File: config.mk
export PLATFORM = sky130hd
export DESIGN_NAME = sysbus_arb_flat
export DESIGN_NICKNAME = d
export VERILOG_FILES = /design/src/rtl/sysbus_arb_if.sv /design/src/rtl/sysbus_arb.sv /design/src/flat_wrapper.sv
export SDC_FILE = /design/constraint.sdc
export NUM_CORES = 1
export LEC_CHECK = 0
export BUFFER_PORTS_ARGS = -buffer_cell sky130_fd_sc_hd__buf_2
export CORE_MARGIN = 3
export CORE_UTILIZATION = 60
export DETAILED_ROUTE_END_ITERATION = 7
export PLACE_DENSITY = 0.82
export SYNTH_ARGS = -nofsm -noshare
export SYNTH_HDL_FRONTEND = slang
export SYNTH_SLANG_ARGS = --single-unit
File: constraint.sdc
create_clock -name clk_sys -period 3.25 [get_ports clk_sys]
set_input_delay 0.4875 -clock clk_sys [delete_from_list [all_inputs] [get_ports clk_sys]]
set_output_delay 0.4875 -clock clk_sys [all_outputs]
set_load 0.1 [all_outputs]
File: src/rtl/sysbus_arb_if.sv
// Signal bundle between the system-bus arbiter and its requesters / bus side.
// The arbiter connects through the slave modport; the requester side uses master.
interface sysbus_arb_if;
  logic [0:3] req;
  logic [0:3] hold;
  logic       zw;
  logic       ren;
  logic       rok;
  logic       rpe;
  logic       zg;
  logic [0:3] gnt;
  logic       done;
  logic       perr;
  logic       talarm;
  logic       busy;

  modport slave (
    input  req, hold, zw, ren, rok, rpe,
    output zg, gnt, done, perr, talarm, busy
  );

  modport master (
    output req, hold, zw, ren, rok, rpe,
    input  zg, gnt, done, perr, talarm, busy
  );
endinterface

File: src/rtl/sysbus_arb.sv
// Four-requester system-bus arbiter with reply timeout and bus hold.
// Define SYSBUS_ARB_FIXED_PRIO_EN for fixed priority (lowest index) instead of round-robin.
module sysbus_arb #(
  parameter int unsigned ALARM_TICKS = 16'd500,
  parameter int unsigned CNT_W       = 16
) (
  input  logic        clk_sys,
  input  logic        hltn_reset,
  sysbus_arb_if.slave bus
);

  typedef enum logic [1:0] {
    ST_IDLE = 2'd0,
    ST_REQ  = 2'd1,
    ST_XFER = 2'd2,
    ST_RESP = 2'd3
  } state_t;

  localparam logic [CNT_W-1:0] CNT_LAST = CNT_W'(ALARM_TICKS - 1);

  state_t           state;
  state_t           state_nxt;
  logic [1:0]       owner;
  logic [1:0]       owner_nxt;
  logic [1:0]       ptr;
  logic [1:0]       ptr_nxt;
  logic [CNT_W-1:0] cnt;
  logic [CNT_W-1:0] cnt_nxt;
  logic             zg_q;
  logic             zg_nxt;
  logic [0:3]       gnt_q;
  logic [0:3]       gnt_nxt;
  logic             done_q;
  logic             done_nxt;
  logic             perr_q;
  logic             perr_nxt;
  logic             talarm_q;
  logic             talarm_nxt;
  logic             busy;

  logic oken;
  logic expire;
  logic keep;

  // First requester at or above base, wrapping 3 -> 0.
  function automatic logic [1:0] pick(input logic [0:3] r, input logic [1:0] base);
    logic [1:0] idx;
    pick = base;
    for (int i = 3; i >= 0; i--) begin
      idx = base + 2'(i);
      if (r[idx]) pick = idx;
    end
  endfunction

  assign oken   = bus.ren | bus.rok;
  assign expire = (cnt == CNT_LAST);
  assign keep   = bus.hold[owner] & bus.req[owner];

  always_ff @(posedge clk_sys or negedge hltn_reset) begin
    if (!hltn_reset) begin
      state    <= ST_IDLE;
      owner    <= 2'd0;
      ptr      <= 2'd0;
      cnt      <= '0;
      zg_q     <= 1'b0;
      gnt_q    <= '0;
      done_q   <= 1'b0;
      perr_q   <= 1'b0;
      talarm_q <= 1'b0;
    end else begin
      state    <= state_nxt;
      owner    <= owner_nxt;
      ptr      <= ptr_nxt;
      cnt      <= cnt_nxt;
      zg_q     <= zg_nxt;
      gnt_q    <= gnt_nxt;
      done_q   <= done_nxt;
      perr_q   <= perr_nxt;
      talarm_q <= talarm_nxt;
    end
  end

  // A grant in REQ takes precedence over a same-cycle request withdrawal.
  always_comb begin
    state_nxt = state;
    case (state)
      ST_IDLE: if (|bus.req) state_nxt = ST_REQ;
      ST_REQ: begin
        if (bus.zw)                 state_nxt = ST_XFER;
        else if (!bus.req[owner])   state_nxt = ST_IDLE;
      end
      ST_XFER: begin
        if (oken)        state_nxt = ST_RESP;
        else if (expire) state_nxt = ST_IDLE;
      end
      ST_RESP: if (!oken) state_nxt = keep ? ST_XFER : ST_IDLE;
      default: state_nxt = ST_IDLE;
    endcase
  end

  always_comb begin
    owner_nxt  = owner;
    ptr_nxt    = ptr;
    cnt_nxt    = cnt;
    zg_nxt     = zg_q;
    gnt_nxt    = gnt_q;
    done_nxt   = 1'b0;
    perr_nxt   = 1'b0;
    talarm_nxt = 1'b0;
    busy       = (state != ST_IDLE);
    case (state)
      ST_IDLE: begin
        if (|bus.req) begin
          owner_nxt = pick(bus.req, ptr);
          zg_nxt    = 1'b1;
        end
      end
      ST_REQ: begin
        if (bus.zw) begin
          gnt_nxt        = '0;
          gnt_nxt[owner] = 1'b1;
          cnt_nxt        = '0;
        end else if (!bus.req[owner]) begin
          zg_nxt = 1'b0;
        end
      end
      ST_XFER: begin
        if (oken) begin
          done_nxt = 1'b1;
          perr_nxt = bus.rpe;
        end else if (expire) begin
          talarm_nxt = 1'b1;
          gnt_nxt    = '0;
          zg_nxt     = 1'b0;
          ptr_nxt    = owner + 2'd1;
        end else begin
          cnt_nxt = cnt + CNT_W'(1);
        end
      end
      ST_RESP: begin
        if (!oken) begin
          if (keep) begin
            cnt_nxt = '0;
          end else begin
            gnt_nxt = '0;
            zg_nxt  = 1'b0;
            ptr_nxt = owner + 2'd1;
          end
        end
      end
      default: begin
        gnt_nxt = '0;
        zg_nxt  = 1'b0;
      end
    endcase
`ifdef SYSBUS_ARB_FIXED_PRIO_EN
    ptr_nxt = 2'd0;
`else
    ptr_nxt = ptr_nxt;
`endif
  end

  assign bus.zg     = zg_q;
  assign bus.gnt    = gnt_q;
  assign bus.done   = done_q;
  assign bus.perr   = perr_q;
  assign bus.talarm = talarm_q;
  assign bus.busy   = busy;

endmodule

File: src/flat_wrapper.sv
// flat-port wrapper written by rule: the top's interface ports become plain ports
module sysbus_arb_flat 
#(
  parameter int unsigned ALARM_TICKS = 16'd500,
  parameter int unsigned CNT_W       = 16
)
  (clk_sys, hltn_reset, bus_req, bus_hold, bus_zw, bus_ren, bus_rok, bus_rpe, bus_zg, bus_gnt, bus_done, bus_perr, bus_talarm, bus_busy);
  sysbus_arb_if bus_i ();
  input  logic clk_sys;
  input  logic hltn_reset;
  input wire logic [$bits(bus_i.req)-1:0] bus_req;
  input wire logic [$bits(bus_i.hold)-1:0] bus_hold;
  input wire logic [$bits(bus_i.zw)-1:0] bus_zw;
  input wire logic [$bits(bus_i.ren)-1:0] bus_ren;
  input wire logic [$bits(bus_i.rok)-1:0] bus_rok;
  input wire logic [$bits(bus_i.rpe)-1:0] bus_rpe;
  output wire logic [$bits(bus_i.zg)-1:0] bus_zg;
  output wire logic [$bits(bus_i.gnt)-1:0] bus_gnt;
  output wire logic [$bits(bus_i.done)-1:0] bus_done;
  output wire logic [$bits(bus_i.perr)-1:0] bus_perr;
  output wire logic [$bits(bus_i.talarm)-1:0] bus_talarm;
  output wire logic [$bits(bus_i.busy)-1:0] bus_busy;
  assign bus_i.req = bus_req;
  assign bus_i.hold = bus_hold;
  assign bus_i.zw = bus_zw;
  assign bus_i.ren = bus_ren;
  assign bus_i.rok = bus_rok;
  assign bus_i.rpe = bus_rpe;
  assign bus_zg = bus_i.zg;
  assign bus_gnt = bus_i.gnt;
  assign bus_done = bus_i.done;
  assign bus_perr = bus_i.perr;
  assign bus_talarm = bus_i.talarm;
  assign bus_busy = bus_i.busy;
  sysbus_arb #(.ALARM_TICKS(ALARM_TICKS), .CNT_W(CNT_W)) u_core (.clk_sys(clk_sys), .hltn_reset(hltn_reset), .bus(bus_i));
endmodule
Yosys cells after proc, flatten, opt, wreduce, memory -nomap -nowiden --
Cells that the tools add are included.
Operators by class: multiplexer cells 64, equal/unequal tests 16, add/sub/neg operators 5, reduce and logical (&&, ||, !) cells 12, magnitude comparators 6, bitwise gates (word level) 7
Operators with widths (count):
- 2-to-1 mux 16 bit | 5
- one-hot mux 16 bit (3 select lines) | 1
- 2-to-1 mux 2 bit | 15
- 2-to-1 mux 1 bit | 27
- 2-to-1 mux 4 bit | 5
- adder 16 x 1 -> 16 bit, second input constant | 1
- == test 16 x 9 -> 1 bit, second input constant | 1
- greater-or-equal comparator 3 bit, second input constant | 5
- NOT 2 -> 3 bit | 5
- inequality test 2 bit, second input constant | 7
- binary-select mux 1 bit (select 2 bit) | 6
- one-hot mux 4 bit (3 select lines) | 1
- AND reduction 6 bit | 2
- one-hot mux 2 bit (4 select lines) | 1
- AND reduction 7 bit | 1
- inequality test 2 x 1 -> 1 bit, second input constant | 3
- AND reduction 5 bit | 1
- adder 2 x 1 -> 2 bit, second input constant | 2
- adder 2 bit, second input constant | 2
- == test 2 bit, second input constant | 2
- one-hot mux 1 bit (4 select lines) | 1
- one-hot mux 2 bit (2 select lines) | 1
- AND reduction 4 bit | 1
- nonzero test 2 bit | 2
- other kinds (12) | 12
Word-level totals: logic and storage cells 119, input bits 14, output and inout port bits 9, register bits after elaboration 30

Depth between registers and ports, before layout --
Gate-level depths: netlist (run 1).
depth after elaboration 9, mapped depth 6, depth with buffers taken out 5

Least setup slack after synthesis (run 1) --
No wires, ideal clock.
path kind input-to-reg, from input bus_rok, to register u_core.cnt[13], slack 1.502 ns, setup time 0.073 ns, stages 5, data required time 3.177 ns, path buffers 1, arrival 1.675 ns, cell sequence nor4b_4 nand4_2 buf_6 or4_4 a21oi_2
Between the ends: longest elaborated chain between the ends 3, elaborated cells on any way between the ends 4, classes of those cells eq/ne (2); bitwise (1); reduce/logical (1)
RTL lines:
- start: declaration | RTL line flat_wrapper.sv:15 | input wire logic [$bits(bus_i.rok)-1:0] bus_rok;
- bitwise OR 1 bit * | RTL line sysbus_arb.sv:55 | assign oken = bus.ren | bus.rok;
- inequality test 2 bit (no source line)
- AND reduction 6 bit (no source line) *
- end signal: assignment | RTL line sysbus_arb.sv:74 | cnt <= cnt_nxt;
- end: declaration | RTL line sysbus_arb.sv:27 | logic [CNT_W-1:0] cnt;
Mark *: on every way between the ends. The rest lies on a longest branch, timed or not. A chain may end at the register's enable or synchronous reset.

Final worst setup path (run 1) --
from register u_core.state[0], to register u_core.cnt[4]
Between the ends: longest elaborated chain between the ends 3, elaborated cells on any way between the ends 11, classes of those cells eq/ne (8); mux (1); reduce/logical (2)
RTL lines:
- start: declaration | RTL line sysbus_arb.sv:21 | state_t state;
- start signal: assignment | RTL line sysbus_arb.sv:71 | state <= state_nxt;
- == test 2 bit or == test 2 x 1 -> 1 bit (tied branches) | RTL line sysbus_arb.sv:111 | case (state)
- inequality test 2 x 1 -> 1 bit (no source line) (tied with other cells)
- AND reduction 6 bit (no source line)
Several ways; a longest one is shown, not always the timed one.

==> impl_metrics.ini, run 1 <==
[min_path]
hp-class = input pin to asynchronous set/reset pin

[place]
globalplace.congestion = 0.877
numPortBuffers = 22
dp_hpwl_mm = 2.82
place_ws_ps = 1160

[logic_synthesis]
yosys-top-cells-area = dfrtp_1 (43%), a21oi_1 (4.3%), o21ai_0 (4.0%), ha_1 (3.6%), or3_1 (3.2%)
async_flop_share = 1.00
synth.distinct_cells = 46
syn_area_sq_um = 1750
ys_warn_count = 0
yosys.area.top_type = dfrtp_1
avgSynthCellArea_sq_um = 9.67
synth_flop_cell = dfrtp_1
synth.top_cell.area_share = 0.429
synth_nets = 200
netlist_instances = 181
synth_edf_count = 0
ys_seq_elements = 30
seq_area_frac_synth = 0.429

[finish]
n_fill_cell = 188
drive_gt1_frac = 0.195
final_common_cell = dfrtp_1
syn2layout_area_growth_pct = 10.0
layout_common_cells = dfrtp_1 (30), buf_2 (22), a21oi_1 (15)
antenna_cells = 0
final_nets = 223

[global_route]
grt_max_degree = 31
antenna_found_initial = 0
grt-ovfl-total = 0
grt_pass1_wl_mm = 6.80
track_usage = 0.256
grt_pass1_vias = 1528

[die]
io_pins = 23
start_util = 0.670
core_sq_um = 2610
row_count = 18
die_w_microns = 60.0
die_h_microns = 60.0
die-area_sq_um = 3600

[power_and_ir_drop]
p_sw_mw = 0.793
seqPwrFrac = 0.374
power_density_nw_per_um2 = 816
p_int_mw = 0.777
ir_drop_v = 0.000782
p_clk_frac = 0.153
power_frac_comb = 0.474
switching_share = 0.505
leakagePower_nw = 0.896

[worst_setup_path]
cp-start-kind = flop
crit_type = flop to flop
r2r-end = u_core.cnt[4]
rrSetupSlack_ps = 1110
r2r_cells = 4
cp_top_family = simple AND/OR/NAND/NOR gates
slowest_delay_ps = 640
crit_cells = 4
crit_buf_inv = 1
crit_fanout = 15
reg2reg_from = u_core.state[0]
cp_data_arrival_time_ps = 2340
path_cells = inv_1 -> or3_1 -> nand2_1 -> o211ai_1
crit_slowest_cell = dfrtp_1
startpoint = u_core.state[0]
required_ps = 3440
endpoint_kind = flop

[clock_network]
clock-sinks = 30
numCtsBuffers = 5
cts_buffer_depth = 2
h-tree-depth = 2
clk_pin_slew_ps = 100
postCtsHoldBufs = 0
post_cts_resized = 0
cts_tree = built
cts-root-buf = clkbuf_4
post-cts-setup-buffer-count = 0
insertion_delay_ps = 330

[routing]
vias = 1532
drt_iter0_drc = 96
drc = 0
wirelength_mm = 3.96
wl_per_cell_microns = 16.8
firstDrtPassIters = 5
viasPerCell = 6.52
ant_nets = 0

[sta]
slew_headroom = 0.565
fin_crit_sh = 0.659
skew_ps = 12.0
final-setup-viol-count = 0
setup_tns_ps = 0
hold_ws_ps = 169
grt_setup_unrepaired = no
hold_viol_final = 0
worstMarginPinSlew_ps = 652
period_minus_slack_ps = 2140
maxSlewViolCount = 0
fin_ws_ps = 1110
clock.fmax_mhz = 467

[run]
maxCapViolCount = 0

[run_status]
status = finished clean
[cells by family after synthesis]
group	count (synthesis)	share of synthesized area
xor gates and xnor gates	4	0.0200
and+or+nand+nor	74	0.259
AOI/OAI and AO/OA	48	0.168
adders and majority gates	5	0.0357
buffers and inverters	13	0.0336
muxes	7	0.0543
DFF	30	0.429
[per-layer routing]
metal	up-vias	global-route usage	routed length, microns
met4	0	0.111	64
met1	733	0.305	1630
met3	9	0.0691	245
met2	63	0.431	2020
met5	-	0	0
li1	727	-	-
[cell usage after synthesis (3+ instances only)]
master,count
nor3_1,4
clkbuf_1,3
o21ai_0,14
nand4_1,8
or3_1,9
nand3_1,4
nand2_1,10
nor2_1,13
a21oi_1,15
xor2_1,4
nor2b_1,3
mux2i_1,5
inv_1,7
and3_1,4
ha_1,5
o211ai_1,5
dfrtp_1,30
[layout make-up]
cell class	instances	area (sq um)	area share
Sequential cell	30	751	0.390
Inverter	7	26.3	0.0136
Tap cell	30	37.5	0.0195
Clock buffer	7	55.1	0.0286
Clock inverter	1	5.00	0.00260
Multi-Input combinational cell	138	941	0.489
Timing Repair Buffer	22	110	0.0572
[worst max-delay path by stage]
stage	endpoint	slack (ps)
after floorplan	u_core.cnt[13]	1500
after global placement	u_core.cnt[13]	1200
after detailed placement	u_core.cnt[4]	1160
after CTS	u_core.cnt[4]	1120
after global routing	u_core.bus.gnt[1]	880
final	u_core.cnt[4]	1110
[through the flow]
step	util	instance area, sq um	power [mW]	std cells
floorplan	-	1750	1.18	181
global placement	0.714	1870	1.31	227
detailed placement	0.714	1870	1.33	227
CTS	0.737	1930	1.57	235
global route	0.737	1930	1.67	235
finish	0.737	1930	1.57	235
[power groups by stage]
stage | clock network, mW | registers [mW] | logic, mW
2_1_floorplan | 0 | 0.813 | 0.362
3_3_place_gp | 0 | 0.584 | 0.722
3_5_place_dp | 0 | 0.591 | 0.744
4_1_cts | 0.245 | 0.583 | 0.747
5_1_grt | 0.265 | 0.604 | 0.803
6_report | 0.240 | 0.587 | 0.744
[registers in the layout (all words and copies together) (netlist names)]
| signal | count |
|---|---|
| u_core.bus.gnt | 4 |
| u_core.bus.talarm | 1 |
| u_core.bus.done | 1 |
| u_core.cnt | 16 |
| u_core.owner | 2 |
| u_core.ptr | 2 |
| u_core.bus.perr | 1 |
| u_core.bus.zg | 1 |
| u_core.state | 2 |
Power figures use the tool's default switching activity.
==> inputs of run 2 (changes only) <==
- ABC_AREA: unset -> 1
- CORE_UTILIZATION: 60 -> 53
- PLACE_DENSITY: 0.82 -> 0.76
- clock period: 3.25 -> 1.9 ns (I/O delays scaled with it)
==> impl_metrics.ini, run 2 <==
[logic_synthesis]
synth_flop_cell = dfrtp_1
synth.distinct_cells = 25
muxShareOfSynthArea = 0
synth_commonest_cells = nand2_1 (106), inv_1 (41), nor2_1 (37), nand3_1 (33), dfrtp_1 (30)
yosys.area.top_type = dfrtp_1
syn_area_sq_um = 2060
seq_area_frac_synth = 0.364
synth_top_family_by_area = simple AND/OR/NAND/NOR gates
ys_seq_elements = 30
avgSynthCellArea_sq_um = 6.57
netlist_instances = 314
async_flop_share = 1.00
yosys-top-cells-area = dfrtp_1 (36%), nand2_1 (19%), nand3_1 (8.0%), inv_1 (7.5%), nor2_1 (6.7%)
ys_warn_count = 0
synth_nets = 333
synth-simple-area-share = 0.403
synth.top_cell.area_share = 0.364
synth_compound_area_frac = 0.0612
synth_edf_count = 0
synth_xor_xnor_area_share = 0.0424
synthMostInstantiatedCell = nand2_1
synthAdderAreaFrac = 0.0303

[power_and_ir_drop]
power_density_nw_per_um2 = 1540
leakagePower_nw = 1.20
ir_drop_v = 0.000980

[clock_network]
post-cts-setup-buffer-count = 0
clock-sinks = 30
postCtsHoldBufs = 0
numCtsBuffers = 5
clk_pin_slew_ps = 70
cts-root-buf = clkbuf_8
cts_tree = built
insertion_delay_ps = 290
h-tree-depth = 2
cts_buffer_depth = 2
post_cts_resized = 0

[finish]
final_common_cell = nand2_1
final_nets = 359
antenna_cells = 0
largest_reg_flops = 16
multi_input_area_sq_um = 1110
drive_gt1_frac = 0.118
n_fill_cell = 378
syn2layout_area_growth_pct = 11.0
layout_common_cells = nand2_1 (106), inv_1 (41), nor2_1 (37)
largest-register = u_core.cnt
seq_area_sq_um = 751

[routing]
viasPerCell = 5.11
firstDrtPassIters = 4
wl_per_cell_microns = 12.1
drc = 0
vias = 1983
wirelength_mm = 4.71
ant_nets = 0
drt_iter0_drc = 179

[sta]
fin_crit_sh = 0.900
hold_viol_final = 0
maxSlewViolCount = 0
setup_tns_ps = 0
skew_ps = 10.1
period_minus_slack_ps = 1710
final-setup-viol-count = 0
slew_headroom = 0.567
worstMarginPinSlew_ps = 649
hold_ws_ps = 23.4
clock.fmax_mhz = 585
grt_setup_unrepaired = no

[die]
start_util = 0.556
die-area_sq_um = 4680
io_pins = 23
die_h_microns = 68.4
die_w_microns = 68.4
row_count = 22
core_sq_um = 3720

[min_path]
hp-class = input pin to asynchronous set/reset pin

[global_route]
antenna_found_initial = 0
grt_pass1_vias = 1683
grt-ovfl-total = 0
track_usage = 0.231
grt_pass1_wl_mm = 7.98
grt_max_degree = 31

[worst_setup_path]
cp-start-kind = flop
cp_data_arrival_time_ps = 1430
crit_type = flop to primary output
endpoint_kind = primary output
crit_fanout = 6
required_ps = 1620

[run]
maxCapViolCount = 0

[run_status]
status = finished clean

[place]
numPortBuffers = 22
dp_hpwl_mm = 3.56
globalplace.congestion = 0.888
## run 2: critical path, cell delays in order (launching register included)
cell and delay [ps]:
dfrtp_1 440, nor2_1 290, inv_1 110, buf_2 310
## run 2: cells by family after synthesis
| kind of cell | count (synthesis) |
|---|---|
| xor gates and xnor gates | 10 |
| AOI/OAI and AO/OA | 24 |
| adders and majority gates | 5 |
| buffers and inverters | 50 |
| and+or+nand+nor | 195 |
| DFF | 30 |
## run 2: routing by layer
layer,vias to the layer above,part of all wire,track usage
met1,871,0.54,0.376
met5,-,0,0
met3,6,0.065,0.0624
met4,0,0.011,0.0720
met2,63,0.39,0.281
li1,1043,-,-
## run 2: metrics by stage
stage / total power [mW] / cell area [sq um] / util / cells / setup WS [ps]
after CTS: 3.52 / 2290 / 0.616 / 388 / 189
after global routing: 3.84 / 2290 / 0.616 / 388 / 13.6
after floorplan: 2.66 / 2060 / - / 314 / 113
final: 3.53 / 2290 / 0.616 / 388 / 190
after detailed placement: 3.03 / 2210 / 0.595 / 381 / 241
after global placement: 3.02 / 2210 / 0.595 / 381 / 228
## run 2: power by group
part / internal [mW] / total, mW / switching, mW
clock: 0.251 / 0.478 / 0.226
sequential: 0.843 / 1.08 / 0.235
combinational: 0.508 / 1.97 / 1.46
total: 1.60 / 3.53 / 1.93
## run 2: layout make-up
type / count / area share
multi-input combinational: 234 / 0.485
sequential: 30 / 0.328
inverter: 46 / 0.0765
timing repair buffer: 23 / 0.0513
clock buffer: 7 / 0.0333
tap: 48 / 0.0262
## run 2: final timing paths
| kind | from | to | slack [ps] | depth (start not counted) |
|---|---|---|---|---|
| setup / recovery | u_core.state[0] | bus_busy | 190 | 3 |
| hold / removal | hltn_reset | u_core.cnt[0] | 20 | 1 |
| setup reg to reg | u_core.owner[0] | u_core.cnt[7] | 220 | 10 |
| hold reg to reg | u_core.bus.gnt[0] | u_core.bus.gnt[0] | 460 | 2 |
| max in group asynchronous | hltn_reset | u_core.ptr[0] | 1440 | 1 |
| min in group clk_sys | bus_rpe | u_core.bus.perr | 220 | 3 |
